### src/rtl/boot_pkg.sv
// Shared types and constants for the boot image loader: FSM encoding,
// default header magic and the fixed header word offsets.
package boot_pkg;

    typedef logic [2:0] state_t;

    localparam state_t ST_IDLE  = 3'd0;
    localparam state_t ST_MAGIC = 3'd1;
    localparam state_t ST_LEN   = 3'd2;
    localparam state_t ST_COPY  = 3'd3;
    localparam state_t ST_CHECK = 3'd4;
    localparam state_t ST_DONE  = 3'd5;
    localparam state_t ST_ERROR = 3'd6;

    localparam logic [31:0] MAGIC_DEFAULT = 32'h5EC0B007;

    localparam int HDR_MAGIC   = 0;
    localparam int HDR_LEN     = 1;
    localparam int HDR_PAYLOAD = 2;

    function automatic logic state_is_busy(input state_t s);
        return (s == ST_MAGIC) || (s == ST_LEN) || (s == ST_COPY) || (s == ST_CHECK);
    endfunction

endpackage

### src/rtl/boot_csum_acc.sv
// 32-bit wrap-around accumulator with synchronous clear and enable,
// used for the running payload checksum.
module boot_csum_acc (
    input  logic        i_clk,
    input  logic        i_rst,
    input  logic        i_clr,
    input  logic        i_en,
    input  logic [31:0] i_data,
    output logic [31:0] o_sum
);

    logic [31:0] r_sum;

    always_ff @(posedge i_clk) begin
        if (i_rst || i_clr) begin
            r_sum <= '0;
        end else if (i_en) begin
            r_sum <= r_sum + i_data;
        end
    end

    assign o_sum = r_sum;

endmodule

### src/rtl/boot_image_loader.sv
// Copies a {MAGIC, N, payload[N], checksum} image from boot ROM into RAM,
// then releases CPU reset. Define BOOT_LOADER_CHECKSUM_EN to enforce the checksum.
module boot_image_loader
    import boot_pkg::*;
#(
    parameter logic [31:0] MAGIC  = MAGIC_DEFAULT,
    parameter int          ROM_AW = 10,
    parameter int          RAM_AW = 10
) (
    input  logic              clk,
    input  logic              rst,
    input  logic              start,
    output logic [ROM_AW-1:0] rom_addr,
    input  logic [31:0]       rom_rdata,
    output logic              ram_we,
    output logic [RAM_AW-1:0] ram_addr,
    output logic [31:0]       ram_wdata,
    output logic              busy,
    output logic              done,
    output logic              error,
    output logic              cpu_rst_hold,
    output logic [31:0]       checksum,
    output state_t            dbg_state
);

    localparam logic [33:0] ROM_WORDS = 34'd1 << ROM_AW;
    localparam logic [33:0] RAM_WORDS = 34'd1 << RAM_AW;

    state_t            r_state;
    logic [ROM_AW-1:0] r_rom_addr;
    logic [RAM_AW-1:0] r_index;
    logic [RAM_AW-1:0] r_last_idx;

    logic [33:0] w_len_ext;
    logic        w_len_bad;
    logic        w_in_copy;
    logic        w_csum_clr;
    logic [31:0] w_csum;

    // Length is checked in 34 bits so N+3 cannot wrap for any 32-bit N.
    assign w_len_ext = {2'b00, rom_rdata};
    assign w_len_bad = (rom_rdata == 32'd0)
                    || ((w_len_ext + 34'd3) > ROM_WORDS)
                    || (w_len_ext > RAM_WORDS);

    assign w_in_copy  = (r_state == ST_COPY);
    assign w_csum_clr = (r_state == ST_IDLE) && start;

    boot_csum_acc u_csum (
        .i_clk  (clk),
        .i_rst  (rst),
        .i_clr  (w_csum_clr),
        .i_en   (w_in_copy),
        .i_data (rom_rdata),
        .o_sum  (w_csum)
    );

    always_ff @(posedge clk) begin
        if (rst) begin
            r_state    <= ST_IDLE;
            r_rom_addr <= '0;
            r_index    <= '0;
            r_last_idx <= '0;
        end else begin
            case (r_state)
                ST_IDLE: begin
                    if (start) begin
                        r_state    <= ST_MAGIC;
                        r_rom_addr <= ROM_AW'(HDR_MAGIC);
                    end
                end
                ST_MAGIC: begin
                    if (rom_rdata == MAGIC) begin
                        r_state    <= ST_LEN;
                        r_rom_addr <= ROM_AW'(HDR_LEN);
                    end else begin
                        r_state <= ST_ERROR;
                    end
                end
                ST_LEN: begin
                    if (w_len_bad) begin
                        r_state <= ST_ERROR;
                    end else begin
                        r_last_idx <= RAM_AW'(rom_rdata - 32'd1);
                        r_index    <= '0;
                        r_rom_addr <= ROM_AW'(HDR_PAYLOAD);
                        r_state    <= ST_COPY;
                    end
                end
                ST_COPY: begin
                    // Final increment leaves rom_addr on the trailing checksum word (N+2).
                    r_rom_addr <= r_rom_addr + 1'b1;
                    r_index    <= r_index + 1'b1;
                    if (r_index == r_last_idx) begin
                        r_state <= ST_CHECK;
                    end
                end
                ST_CHECK: begin
`ifdef BOOT_LOADER_CHECKSUM_EN
                    r_state <= (rom_rdata == w_csum) ? ST_DONE : ST_ERROR;
`else
                    r_state <= ST_DONE;
`endif
                end
                ST_DONE, ST_ERROR: begin
                    r_state <= r_state;
                end
                default: begin
                    r_state <= ST_IDLE;
                end
            endcase
        end
    end

    assign rom_addr     = r_rom_addr;
    assign ram_we       = w_in_copy;
    assign ram_addr     = w_in_copy ? r_index : '0;
    assign ram_wdata    = w_in_copy ? rom_rdata : 32'd0;
    assign busy         = state_is_busy(r_state);
    assign done         = (r_state == ST_DONE);
    assign error        = (r_state == ST_ERROR);
    assign cpu_rst_hold = (r_state != ST_DONE);
    assign checksum     = w_csum;
    assign dbg_state    = r_state;

endmodule
### config.mk
export PLATFORM = sky130hd
export DESIGN_NAME = boot_image_loader
export DESIGN_NICKNAME = d
export VERILOG_FILES = /design/src/rtl/boot_pkg.sv /design/src/rtl/boot_csum_acc.sv /design/src/rtl/boot_image_loader.sv
export SDC_FILE = /design/constraint.sdc
export NUM_CORES = 1
export LEC_CHECK = 0
export ABC_AREA = 1
export BUFFER_PORTS_ARGS = -buffer_cell sky130_fd_sc_hd__buf_2
export CORE_MARGIN = 1.5
export CORE_UTILIZATION = 35
export CTS_BUF_LIST = sky130_fd_sc_hd__clkbuf_4 sky130_fd_sc_hd__clkbuf_8
export CTS_CLUSTER_DIAMETER = 40
export CTS_CLUSTER_SIZE = 40
export DETAILED_ROUTE_END_ITERATION = 6
export SYNTH_ARGS = -nofsm -noshare
export SYNTH_HDL_FRONTEND = slang
export SYNTH_SLANG_ARGS = --single-unit
### constraint.sdc
create_clock -name clk -period 2.3 [get_ports clk]
set_input_delay 0.23 -clock clk [delete_from_list [all_inputs] [get_ports clk]]
set_output_delay 0.23 -clock clk [all_outputs]
set_load 0.02 [all_outputs]
==> results.yml <==
outcome:
  run_status: "finished, final reports clean"
logic_synthesis:
  synth-seq-area-share_pct: 22.9
  synth.ff_latch_count: 65
  synth_common_cells: "163 x sky130_fd_sc_hd__nand2_1, 148 x sky130_fd_sc_hd__nor2_1, 147 x sky130_fd_sc_hd__inv_1"
  syn_inst: 922
  synth.cell_area_sq_um: 5680
  synth_top_area_share_pct: 22.9
  synth.largest_area_cell: "sky130_fd_sc_hd__dfxtp_1"
  ys_types: 41
  synthesis.nets: 995
  yosys_most_used_dff: "sky130_fd_sc_hd__dfxtp_1"
  yosysMostFrequentCell: "sky130_fd_sc_hd__nand2_1"
  number_of_enable_type_register_cells_in_the_synthesized_netlist: 0
  netlist_top_cells_area: "sky130_fd_sc_hd__dfxtp_1 23%, sky130_fd_sc_hd__nand2_1 11%, sky130_fd_sc_hd__nor2_1 9.8%, sky130_fd_sc_hd__inv_1 9.7%, sky130_fd_sc_hd__ha_1 8.1%"
  syn-mean-instance-area_sq_um: 6.16
  synth.yosys.warnings: 0
  proportion_of_synthesized_flip_flops_having_asynchronous_set_or_reset_pct: 0
sta:
  relSlewSlack_pct: 64.3
  setup_viol: 0
  final_min_period_over_clock_period_pct: 94.6
  fin_setup_tns_ns: 0
  final_hold_viol_count: 0
  timing.clock.skew_ns: 0.0106
  fmax_mhz: 460
  worst_slack_ns: 0.125
  final_period_minus_worst_setup_slack_ns: 2.17
  grt_setup_unrepaired: "true"
  finalMaxSlewViolations: 0
  max_slew.worst_pin.slew_ns: 0.535
global_route:
  global_route.usage.total_pct: 21.1
  grt_max_degree: 39
  grt_pass1_vias: 5587
  initial_antenna_violation_count: 0
  wire_length_of_the_first_global_routing_pass_microns: 27700
  grt_overflow: 0
placement:
  place_hpwl_microns: 14100
  gp_congestion: 0.930
  pre_cts_ws_ns: -0.0301
  portBuffers: 126
routing:
  post_drt_via_cell_ratio: 4.84
  dr_total_vias: 6195
  drt_first_iter_violations: 400
  postRouteWirelength_microns: 17900
  detailed_route_wire_length_per_cell_microns: 14.0
  drt-pass1-iter-count: 5
  drcViolationCount: 0
  route.antenna.remaining_nets: 0
power_and_ir_drop:
  leakage_power_total_nw: 3.64
  max-vdd-ir-drop_mv: 0.395
  power.density_nw_per_um2: 626
clock_network:
  cts_htree_levels: 3
  clock_sink_count: 65
  clk_path_buf_depth: 2
  post_cts_hold_buffer_count: 0
  ctsRootBufferMaster: "sky130_fd_sc_hd__clkbuf_8"
  clkLatencyLatePin_ns: 0.37
  tritoncts_clock_tree: "done"
  clkSlewWorstSetupHoldPaths_ns: 0.08
  cts_inserted_buffers: 9
finish:
  filler_cell_count: 1793
  multi_input_comb_area_sq_um: 3720
  antenna_cells: 0
  flow.area_growth_from_synthesis_pct: 21.3
  post_route_cells_drive_above_1_share_pct: 20.6
  sequential_cell_area_sq_um: 1300
  final_layout_net_count: 1132
hold_path:
  timing.hold.worst.class: "in2reg"
  hp-start: "rom_rdata[0]"
critical_path:
  critPathMostFrequentCell: "sky130_fd_sc_hd__nand3_1"
  path_buf_inv: 2
  startpoint_type: "register"
  critical-path-slowest-cell: "sky130_fd_sc_hd__nor4_1"
  worst_setup_path_startpoint: "u_csum.o_sum[12]"
  worst-endpoint-required_ns: 2.57
  critPathMaxStageDelay_ns: 0.40
  arr_time_crit_path_ns: 2.45
  path_class: "reg2reg"
  setup.reg_to_reg.worst_slack_ns: 0.13
  worstPathCellList: "ha_1, nand2_1, buf_4, nor4_1, a21oi_1, nand3b_1, nand3_1, nand3_1, o211ai_1, inv_1"
  timing.critical_path.fanout_max: 4
  worst_setup_path_end_kind: "register"
  worst_path_dominant_cell_family: "simple AND/OR/NAND/NOR gates"
  r2r_start: "u_csum.o_sum[12]"
floorplan:
  die_area_sq_um: 17000
  floorplan.io_pins: 127
  die_y_microns: 130
  starting_density_pct: 35.8
  placeableCoreArea_sq_um: 15900
  die_width_microns: 130
  rows: 46
run:
  maxCapViolations: 0
## final timing paths
kind                       to  depth (start not counted)
max          u_csum.o_sum[30]                         10
min           u_csum.o_sum[0]                          4
max reg2reg  u_csum.o_sum[30]                         10
min reg2reg        r_index[4]                          2
## report_power, final
group / switching (mW) / internal, mW
sequential: 0.111 / 1.23
clock: 0.497 / 0.523
combinational: 1.31 / 0.647
## metal layers
| metal | routed length, microns | GRT usage (%) | vias up |
|---|---|---|---|
| met4 | 398 | 7.30 | 0 |
| met5 | 0 | 0 | - |
| met2 | 8130 | 34.3 | 140 |
| met3 | 777 | 3.91 | 27 |
| li1 | - | - | 3247 |
| met1 | 8570 | 28.2 | 2781 |
## state kept, by name, indices dropped and copies added (netlist names)
name,count
r_index,10
dbg_state,3
rom_addr,10
u_csum.o_sum,32
r_last_idx,10
## worst register-to-register path, delay by kind of cell (launching register included)
kind | cells | cell delay (ns)
AOI/OAI and AO/OA | 2 | 0.30
and+or+nand+nor | 5 | 0.88
buffers and inverters | 2 | 0.20
DFF | 1 | 0.33
adders and majority gates | 1 | 0.36
## logic make-up (layout without fill, tap and decap cells)
logic type | after synthesis | after routing | synth area share, %
simple gates | 437 | 437 | 34.2
flops | 65 | 65 | 22.9
xor+xnor | 39 | 39 | 6.01
fa+ha+maj | 38 | 38 | 8.50
buf+inv | 177 | 319 | 12.7
compound gates | 166 | 166 | 15.7
## what timing repair did
item / in CTS / in global routing
resized for setup: 0 / 17
hold endpoints to repair: 0 / 0
buffers inserted: 0 / 1
setup endpoints to repair: 0 / 11
## placed cells by master (no fill, tap or decap), types with 6 or more instances in the layout
cell type / Yosys / layout
sky130_fd_sc_hd__nand2_1: 163 / 161
sky130_fd_sc_hd__nor2_1: 148 / 147
sky130_fd_sc_hd__inv_1: 147 / 145
sky130_fd_sc_hd__buf_2: 0 / 126
sky130_fd_sc_hd__a21oi_1: 81 / 75
sky130_fd_sc_hd__dfxtp_1: 65 / 64
sky130_fd_sc_hd__o21ai_0: 61 / 60
sky130_fd_sc_hd__nand3_1: 46 / 45
sky130_fd_sc_hd__ha_1: 37 / 35
sky130_fd_sc_hd__xor2_1: 31 / 31
sky130_fd_sc_hd__buf_4: 3 / 24
sky130_fd_sc_hd__nand4_1: 23 / 23
sky130_fd_sc_hd__nor3_1: 23 / 21
sky130_fd_sc_hd__clkbuf_8: 0 / 9
sky130_fd_sc_hd__nand2_2: 7 / 8
sky130_fd_sc_hd__xnor2_1: 8 / 8
sky130_fd_sc_hd__inv_2: 5 / 7
sky130_fd_sc_hd__nor3_2: 4 / 6
sky130_fd_sc_hd__nand3_2: 5 / 6
sky130_fd_sc_hd__a21oi_2: 0 / 6
sky130_fd_sc_hd__a21o_1: 6 / 6
## metrics by stage
stage                     instance area, sq um  std cells  hold slack, ns  power (mW)  util [%]
final                                     6890       1280           0.291        4.31      43.4
after CTS                                 6830       1279           0.268        4.33      43.0
after global placement                    6640       1263           0.448        3.29      41.8
after detailed placement                  6640       1263           0.465        3.29      41.8
after global routing                      6890       1280           0.305        4.65      43.4
after floorplan                           5680        922           0.436        2.69         -
## final cells by class
| class | instances | share of cell area, % |
|---|---|---|
| tap | 216 | 3.92 |
| clock inverter | 5 | 0.817 |
| inverter | 152 | 8.28 |
| timing repair buffer | 151 | 12.1 |
| sequential | 65 | 18.9 |
| multi-input combinational | 680 | 54.0 |
| clock buffer | 11 | 2.01 |
(Power assumes the default switching activity.)
